$ cat src/rtl/mmio_uart_tx.sv
// mmio_uart_tx: memory-mapped UART transmitter on the core data-memory bus.
// Stores to TX_ADDR queue a byte in a small FIFO. A serializer shifts each
// byte out as 8N1, LSB first. Loads from STAT_ADDR return FIFO/overflow status.
// Optional feature macro: UART_PARITY_EN adds an even-parity bit (8E1) and sets RD[3].
module mmio_uart_tx #(
  parameter int          CLKS_PER_BIT = 4,
  parameter int          FIFO_DEPTH   = 4,
  parameter logic [31:0] TX_ADDR      = 32'h0000_1000,
  parameter logic [31:0] STAT_ADDR    = 32'h0000_1004
) (
  input  logic        clk,
  input  logic        rst,
  input  logic        WE,
  input  logic [31:0] A,
  input  logic [31:0] WD,
  output logic [31:0] RD,
  output logic        tx,
  output logic        busy
);
  localparam int AW = $clog2(FIFO_DEPTH);
  localparam int PW = AW + 1;
  localparam int BW = $clog2(CLKS_PER_BIT);
`ifdef UART_PARITY_EN
  localparam logic PAR_EN = 1'b1;
`else
  localparam logic PAR_EN = 1'b0;
`endif

  typedef enum logic [2:0] {S_IDLE, S_START, S_DATA, S_PAR, S_STOP} state_t;

  logic [7:0]    mem_q [FIFO_DEPTH];
  logic [PW-1:0] wr_ptr_q, rd_ptr_q;
  logic          ovf_q;
  state_t        state_q;
  logic [BW-1:0] baud_q;
  logic [2:0]    bit_q;
  logic [7:0]    shift_q;
  logic          tx_q;
`ifdef UART_PARITY_EN
  logic          par_q;
`endif

  logic       empty, full, wr_sel, clr, baud_done, pop, push;
  logic [7:0] head;
  logic       unused_wd;

  assign empty     = (wr_ptr_q == rd_ptr_q);
  assign full      = (wr_ptr_q[AW] != rd_ptr_q[AW]) && (wr_ptr_q[AW-1:0] == rd_ptr_q[AW-1:0]);
  assign wr_sel    = WE && (A == TX_ADDR);
  assign clr       = WE && (A == STAT_ADDR) && WD[2];
  assign baud_done = (baud_q == BW'(CLKS_PER_BIT - 1));
  // The serializer takes a byte when idle, or at the last clock of STOP so frames run gap-free.
  assign pop       = !empty && ((state_q == S_IDLE) || ((state_q == S_STOP) && baud_done));
  // A pop on the same edge frees a slot, so a store to a full FIFO still lands.
  assign push      = wr_sel && (!full || pop);
  assign head      = mem_q[rd_ptr_q[AW-1:0]];
  assign unused_wd = ^WD[31:8];

  assign tx   = tx_q;
  assign busy = !empty || (state_q != S_IDLE);

  // Status read: pure address decode, independent of WE.
  always_comb begin
    RD = '0;
    if (A == STAT_ADDR) RD = {28'b0, PAR_EN, ovf_q, full, empty};
  end

  // FIFO storage; contents need no reset because the pointers define validity.
  always_ff @(posedge clk) begin
    if (push) mem_q[wr_ptr_q[AW-1:0]] <= WD[7:0];
  end

  // FIFO pointers and sticky overflow flag.
  always_ff @(posedge clk) begin
    if (!rst) begin
      wr_ptr_q <= '0;
      rd_ptr_q <= '0;
      ovf_q    <= 1'b0;
    end else begin
      if (push) wr_ptr_q <= wr_ptr_q + 1'b1;
      if (pop)  rd_ptr_q <= rd_ptr_q + 1'b1;
      if (wr_sel && full && !pop) ovf_q <= 1'b1;
      else if (clr)               ovf_q <= 1'b0;
    end
  end

  // Serializer FSM with registered tx so the line never glitches.
  always_ff @(posedge clk) begin
    if (!rst) begin
      state_q <= S_IDLE;
      tx_q    <= 1'b1;
      baud_q  <= '0;
      bit_q   <= '0;
      shift_q <= '0;
`ifdef UART_PARITY_EN
      par_q   <= 1'b0;
`endif
    end else begin
      baud_q <= baud_done ? '0 : baud_q + 1'b1;
      case (state_q)
        S_IDLE: begin
          baud_q <= '0;
          tx_q   <= 1'b1;
          if (pop) begin
            shift_q <= head;
`ifdef UART_PARITY_EN
            par_q   <= ^head;
`endif
            tx_q    <= 1'b0;
            state_q <= S_START;
          end
        end
        S_START: begin
          if (baud_done) begin
            bit_q   <= '0;
            tx_q    <= shift_q[0];
            state_q <= S_DATA;
          end
        end
        S_DATA: begin
          if (baud_done) begin
            if (bit_q == 3'd7) begin
`ifdef UART_PARITY_EN
              tx_q    <= par_q;
              state_q <= S_PAR;
`else
              tx_q    <= 1'b1;
              state_q <= S_STOP;
`endif
            end else begin
              bit_q   <= bit_q + 1'b1;
              shift_q <= shift_q >> 1;
              tx_q    <= shift_q[1];
            end
          end
        end
        S_PAR: begin
          if (baud_done) begin
            tx_q    <= 1'b1;
            state_q <= S_STOP;
          end
        end
        S_STOP: begin
          if (baud_done) begin
            if (pop) begin
              shift_q <= head;
`ifdef UART_PARITY_EN
              par_q   <= ^head;
`endif
              tx_q    <= 1'b0;
              state_q <= S_START;
            end else begin
              tx_q    <= 1'b1;
              state_q <= S_IDLE;
            end
          end
        end
        default: begin
          tx_q    <= 1'b1;
          state_q <= S_IDLE;
        end
      endcase
    end
  end
endmodule
$ cat config.mk
export PLATFORM = sky130hd
export DESIGN_NAME = mmio_uart_tx
export DESIGN_NICKNAME = d
export VERILOG_FILES = /design/src/rtl/mmio_uart_tx.sv
export SDC_FILE = /design/constraint.sdc
export NUM_CORES = 1
export LEC_CHECK = 0
export CAP_MARGIN = 20
export CELL_PAD_IN_SITES_DETAIL_PLACEMENT = 1
export CELL_PAD_IN_SITES_GLOBAL_PLACEMENT = 1
export CORE_MARGIN = 4
export CORE_UTILIZATION = 31
export DETAILED_ROUTE_END_ITERATION = 7
export HOLD_SLACK_MARGIN = 0.02
export PLACE_DENSITY_LB_ADDON = 0.1
export SETUP_SLACK_MARGIN = 0.5
export SYNTH_ARGS = -nofsm -noshare
export SYNTH_HDL_FRONTEND = slang
export SYNTH_SLANG_ARGS = --single-unit
$ cat constraint.sdc
create_clock -name clk -period 2 [get_ports clk]
set_clock_uncertainty 0.05 [all_clocks]
set_input_delay 0.4 -clock clk [delete_from_list [all_inputs] [get_ports clk]]
set_output_delay 0.4 -clock clk [all_outputs]
set_load 0.005 [all_outputs]
==> impl_metrics.json, run 1 <==
{
  "intPower_mw": 2.41,
  "critPathRequiredTime_ns": 1.55,
  "total_power_mw": 3.35,
  "max_stage_delay_ns": 0.19,
  "seq_power_share_pct": 42.7,
  "hp-class": "reg -> reg",
  "setup_ws_ns": 0.0502,
  "first_pass_iters": 4,
  "ys_top_cells_by_area": "edfxtp_1 33%, dfxtp_1 18%, buf_4 7.6%",
  "grt_antenna_before_repair": 0,
  "cts_tree": "done",
  "synth_cell_types": 47,
  "area_growth_pct": 42.8,
  "post-place-ws_ns": -0.702,
  "row_count": 34,
  "cp_max_fo": 2,
  "avgSynthCellArea_um2": 12.4,
  "async_flop_share_pct": 0,
  "placed_cell_area_um2": 3650,
  "grt_use_total_pct": 12.5,
  "vias": 1987,
  "ys_seq_area_share_pct": 51.6,
  "yosys_register_bits": 58,
  "worstSkewPairLatency_ns": 0.33,
  "drc": 0,
  "htree_levels": 3,
  "path_buf_inv": 3,
  "dieArea_um2": 10900,
  "gp_congestion": 0.708,
  "min_period_ns": 1.95,
  "status": "completed",
  "placedCellCount": 399,
  "end_kind": "output port",
  "worst_setup_path_start_kind": "primary input",
  "setup_viol": 0,
  "p_leak_nw": 1.62,
  "slew_viol_final": 0,
  "synthFlopType": "edfxtp_1",
  "stdcell_count": 429,
  "cts-hold-fix-buffers": 0,
  "path_cells": "clkdlybuf4s15_1, nor4b_4, nand4_1, nor2_2, buf_4, nand2_2, nor4_2, buf_2",
  "start_util_pct": 32.5,
  "ff2ff_setup_slack_ns": 0.22,
  "rsz0062_at_grt": "true",
  "drtAntennaViolNets": 0,
  "ys_warn_count": 0,
  "synth_edf_count": 32,
  "synth_top_area_share_pct": 33.5,
  "grt_remaining_overflow": 0,
  "port_buffers": 47,
  "root_buffer": "clkbuf_8",
  "layout-drive-gt1-share_pct": 46.4,
  "synth_area_leader_cell": "edfxtp_1",
  "p_clk_share_pct": 31.0,
  "first_iter_violations": 32,
  "crit_family": "simple AND/OR/NAND/NOR gates",
  "core_area_um2": 8850,
  "grt_pass1_wl_um": 10700,
  "cts_made_buffers": 9,
  "die_w_um": 104,
  "routed_wl_um": 6670,
  "synth_area_um2": 2870,
  "slowest_stage": "nor4b_4",
  "combPwrFrac_pct": 26.3,
  "finalCritPeriodShare_pct": 97.5,
  "switching_share_pct": 28.2,
  "cap_violations": 0,
  "grt_start_max_net_pins": 13,
  "io_pins": 101,
  "postLayoutCellArea_um2": 4100,
  "crit_type": "in -> out",
  "grt_pass1_vias": 2085,
  "finalHoldViolCount": 0,
  "wl_per_cell_um": 15.6,
  "chipHeight_um": 104,
  "cts_sinks": 58,
  "timing.fmax_mhz": 513,
  "via_per_inst": 4.63,
  "nNetsFinal": 391,
  "crit_arrival_ns": 1.50,
  "switchingPower_mw": 0.947,
  "peakVddDrop_mv": 0.458,
  "power_density_nw_per_um2": 818,
  "path_clk_slew_ns": 0.07,
  "diodes": 0,
  "hpwl_um": 4710,
  "syn_inst": 232,
  "clockBufferDepth": 2
}
power by group through the flow:
stage | clock, mW | combinational, mW | sequential, mW
final | 1.04 | 0.883 | 1.43
after global routing | 1.14 | 0.963 | 1.44
after CTS | 1.08 | 0.841 | 1.43
after detailed placement | 0 | 0.768 | 1.45
after global placement | 0 | 0.758 | 1.45
after floorplan | 0 | 0.536 | 1.44
Yosys cell counts, types with 3 or more instances:
library cell / number
xor2_1: 4
nand2b_1: 4
nor2_1: 4
nor4_1: 9
mux4_2: 8
and2_1: 8
buf_2: 3
buf_4: 29
clkbuf_1: 3
nand2_1: 16
nand4_1: 3
inv_1: 6
o211a_1: 7
a21oi_1: 4
nor2b_1: 8
edfxtp_1: 32
nor4b_1: 3
ha_1: 8
mux2i_1: 12
dfxtp_1: 26
timing repair:
action,4_1_cts,5_1_grt
endpoints found under the setup margin,61,60
gates resized for setup,165,24
gates cloned,1,0
hold endpoints to repair,0,0
buffers inserted,11,2
pin swaps,27,18
cell families (layout without fill, tap and decap cells):
group | Yosys count | after routing | share of synthesized area [%]
adder cells (fa/ha/maj) | 8 | 8 | 3.49
buffers and inverters | 45 | 105 | 10.5
multiplexers | 20 | 20 | 10.5
AND/OR/NAND/NOR | 71 | 72 | 14.9
flip-flops | 58 | 58 | 51.6
XOR/XNOR | 6 | 6 | 1.83
AO/OA/AOI/OAI | 23 | 23 | 7.19
other | 1 | 29 | 0.131
registers in the layout, summed over array words and instances (netlist names), named ones only:
| register | flops |
|---|---|
| mem_q | 32 |
| shift_q | 8 |
| bit_q | 3 |
| rd_ptr_q | 3 |
| state_q | 3 |
| wr_ptr_q | 3 |
| baud_q | 2 |
| ovf_q | 1 |
| tx | 1 |
cell type report:
type / count / area (µm²)
clock buffer: 9 / 124
clock inverter: 7 / 70.1
fill: 922 / 4750
inverter: 6 / 22.5
multi-input combinational: 158 / 1540
sequential: 58 / 1500
tap: 108 / 135
timing repair buffer: 83 / 706
final timing paths:
kind | to | start | cells after the start
max | RD[1] | A[12] | 8
min | baud_q[0]$_SDFF_PP0_ | baud_q[0]$_SDFF_PP0_ | 1
min reg2reg | baud_q[0]$_SDFF_PP0_ | baud_q[0]$_SDFF_PP0_ | 1
max reg2reg | wr_ptr_q[1]$_SDFFE_PN0N_ | baud_q[0]$_SDFF_PP0_ | 7
through the flow:
stage                     util (%)  setup TNS (ns)  hold slack (ns)
final                         46.4               0            0.384
after floorplan                  -               0            0.366
after CTS                     45.3         -0.0648            0.385
after global placement        41.2          -22.81            0.375
after global routing          46.4           -1.33            0.402
after detailed placement      41.2          -23.01            0.375
layout by cell type, fill, tap and decap left out, types with 2 or more instances in the layout:
cell type,count
edfxtp_1,32
buf_4,31
conb_1,29
dfxtp_1,16
buf_6,16
buf_2,14
nand2_1,13
mux2i_1,11
clkdlybuf4s50_1,11
clkbuf_8,9
nor2b_1,8
mux4_2,8
o211a_1,7
dfxtp_2,7
inv_1,6
nor4_4,5
and2_4,5
ha_1,5
clkdlybuf4s15_1,5
nor4_2,4
nor2_2,4
a21oi_2,4
nand4_1,3
xor2_2,3
and2_1,3
ha_4,3
clkinvlp_4,3
clkdlybuf4s15_2,3
dfxtp_4,3
nor4b_4,2
nor3_2,2
nand2_2,2
xnor2_2,2
and3_1,2
nand2b_4,2
nand2b_1,2
or2_4,2
metal layers:
layer / wire, µm / track usage (%) / share of wire, % / up-vias
met1: 2840 / 14.9 / 43 / 979
met5: 0 / 0 / 0 / -
li1: - / - / - / 952
met4: 36 / 2.56 / 0.54 / 0
met3: 277 / 3.91 / 4.2 / 5
met2: 3520 / 22.3 / 53 / 51
No activity file was read; power rests on OpenSTA's default activity.
==> inputs of run 2 (changes only) <==
--- a/config.mk
+++ b/config.mk
@@ -14,4 +14,5 @@
 export HOLD_SLACK_MARGIN = 0.02
 export PLACE_DENSITY_LB_ADDON = 0.1
+export REMOVE_ABC_BUFFERS = 1
 export SETUP_SLACK_MARGIN = 0.5
 export SYNTH_ARGS = -nofsm -noshare
==> constraint.sdc (replaced) <==
create_clock -name clk -period 2 [get_ports clk]
set_clock_uncertainty 0.05 [all_clocks]
set_input_delay 0.4 -clock clk [delete_from_list [all_inputs] [get_ports clk]]
set_output_delay 0.4 -clock clk [all_outputs]
set_load 0.1 [all_outputs]
==> impl_metrics.json, run 2 (synthesis gave the netlist of run 1 again) <==
{
  "largest_register_ffs": 32,
  "p_leak_nw": 1.69,
  "setup_viol": 34,
  "min_period_ns": 2.14,
  "first_pass_iters": 4,
  "critPathRequiredTime_ns": 2.01,
  "worst_setup_path_start_kind": "primary input",
  "timing.fmax_mhz": 467,
  "hp-start": "baud_q[0]$_SDFF_PP0_",
  "hpwl_um": 4690,
  "violations": "setup timing",
  "grt_start_max_net_pins": 30,
  "diodes": 0,
  "start_util_pct": 32.5,
  "cts_made_buffers": 9,
  "hp-class": "reg -> reg",
  "drc": 0,
  "grt_pass1_vias": 2229,
  "final_common_cell": "edfxtp_1",
  "seq_area_um2": 1500,
  "drtAntennaViolNets": 0,
  "worstSkewPairLatency_ns": 0.35,
  "nFillCells": 930,
  "slew_viol_final": 0,
  "port_buffers": 47,
  "chipHeight_um": 104,
  "row_count": 34,
  "postLayoutCellArea_um2": 4300,
  "grt_use_total_pct": 13.4,
  "htree_levels": 3,
  "finalHoldViolCount": 0,
  "ff2ff_setup_slack_ns": 0.02,
  "vias": 2040,
  "routed_wl_um": 6980,
  "status": "finished, violations left",
  "multi_input_area_um2": 1480,
  "r2r.worst_path.cells": 8,
  "layout-drive-gt1-share_pct": 46.2,
  "area_growth_pct": 49.7,
  "wl_per_cell_um": 16.0,
  "io_pins": 101,
  "end_kind": "register",
  "peakVddDrop_mv": 0.529,
  "crit_arrival_ns": 2.15,
  "placed_cell_area_um2": 3560,
  "cp_max_fo": 5,
  "cts_sinks": 58,
  "rsz0062_at_grt": "true",
  "hold_slack_ns": 0.393,
  "r2r_end": "shift_q[0]$_SDFFE_PN0P_",
  "final_cell_mix": "32 x edfxtp_1, 31 x buf_6, 29 x conb_1",
  "gp_congestion": 0.706,
  "crit_type": "in -> reg",
  "hold_depth": 1,
  "root_buffer": "clkbuf_8",
  "dieArea_um2": 10900,
  "setup_ws_ns": -0.143,
  "r2r_start": "rd_ptr_q[0]$_SDFFE_PN0P_",
  "grt_remaining_overflow": 0,
  "via_per_inst": 4.67,
  "die_w_um": 104,
  "holdPathEnd": "baud_q[0]$_SDFF_PP0_",
  "core_area_um2": 8850,
  "grt_pass1_wl_um": 11400,
  "grt_antenna_before_repair": 0,
  "total_power_mw": 4.29,
  "power_density_nw_per_um2": 999,
  "nNetsFinal": 399,
  "finalCritPeriodShare_pct": 107,
  "clockBufferDepth": 2,
  "cts_tree": "done",
  "cap_violations": 0,
  "first_iter_violations": 57,
  "path_clk_slew_ns": 0.08
}
## run 2: changes by cell type in the layout (fill, tap and decap cells not counted), sizes merged
cell           change
buf               +11
clkinvlp           -3
bufinv             +2
inv                +2
clkdlybuf4s15      -1
clkinv             -1
dlygate4sd2        -1
or2                -1
## run 2: how the worst max path moves through the flow
| stage | endpoint | slack, ns | cells after the start | start |
|---|---|---|---|---|
| after floorplan | RD[1] | -2.43 | 5 | A[13] |
| after global placement | RD[1] | -0.66 | 8 | A[8] |
| after detailed placement | RD[1] | -0.70 | 8 | A[8] |
| after CTS | RD[1] | -0.09 | 8 | A[30] |
| after global routing | mem_q[1][1]$_DFFE_PP_ | -0.24 | 10 | A[23] |
| final | mem_q[1][1]$_DFFE_PP_ | -0.14 | 10 | A[25] |
## run 2: cell type report
class,instances,area share [%]
sequential,58,34.8
inverter,6,0.524
multi-input combinational,157,34.4
clock buffer,9,2.88
clock inverter,7,2.91
tap,108,3.14
timing repair buffer,92,21.3
## run 2: metrics by stage
step	std cells	setup TNS (ns)	setup WS, ns	utilization (%)
after floorplan	221	-5.84	-2.43	-
after global placement	402	-21.35	-0.664	40.3
after detailed placement	402	-21.32	-0.699	40.3
after CTS	430	-0.121	-0.0910	46.9
after global routing	437	-7.16	-0.239	48.6
final	437	-3.97	-0.143	48.6
## run 2: per-layer routing
metal / GRT usage (%) / wire length, µm
met1: 15.1 / 2880
met2: 23.8 / 3640
met3: 3.35 / 321
met4: 5.70 / 134
met5: 0 / 0
## run 2: repair_timing
item | CTS | global route
setup endpoints to repair | 56 | 57
pin swaps | 24 | 14
gates cloned | 1 | 0
gates resized for setup | 160 | 28
hold buffers | 0 | 0
buffers inserted | 11 | 7
## run 2: worst max-delay path, cell delays in order
cell     delay (ns)
buf_2          0.11
nor4_2         0.26
nand4_1        0.17
buf_4          0.17
buf_6          0.10
buf_6          0.10
nor3_4         0.17
nor3b_4        0.33
and2_4         0.22
buf_6          0.12
## run 2: power by group
group	internal [mW]	leakage, nW	switching (mW)
Combinational	0.649	1.06	0.848
Sequential	1.36	0.502	0.0645
Clock	0.840	0.124	0.536
Total	2.85	1.69	1.45
==> inputs of run 3 (changes only) <==
- CAP_MARGIN: 20 -> not set
- CTS_CLUSTER_DIAMETER: not set -> 80
==> results of run 3 <==
No change in the layout: final DEF, timing and power equal those of run 2.
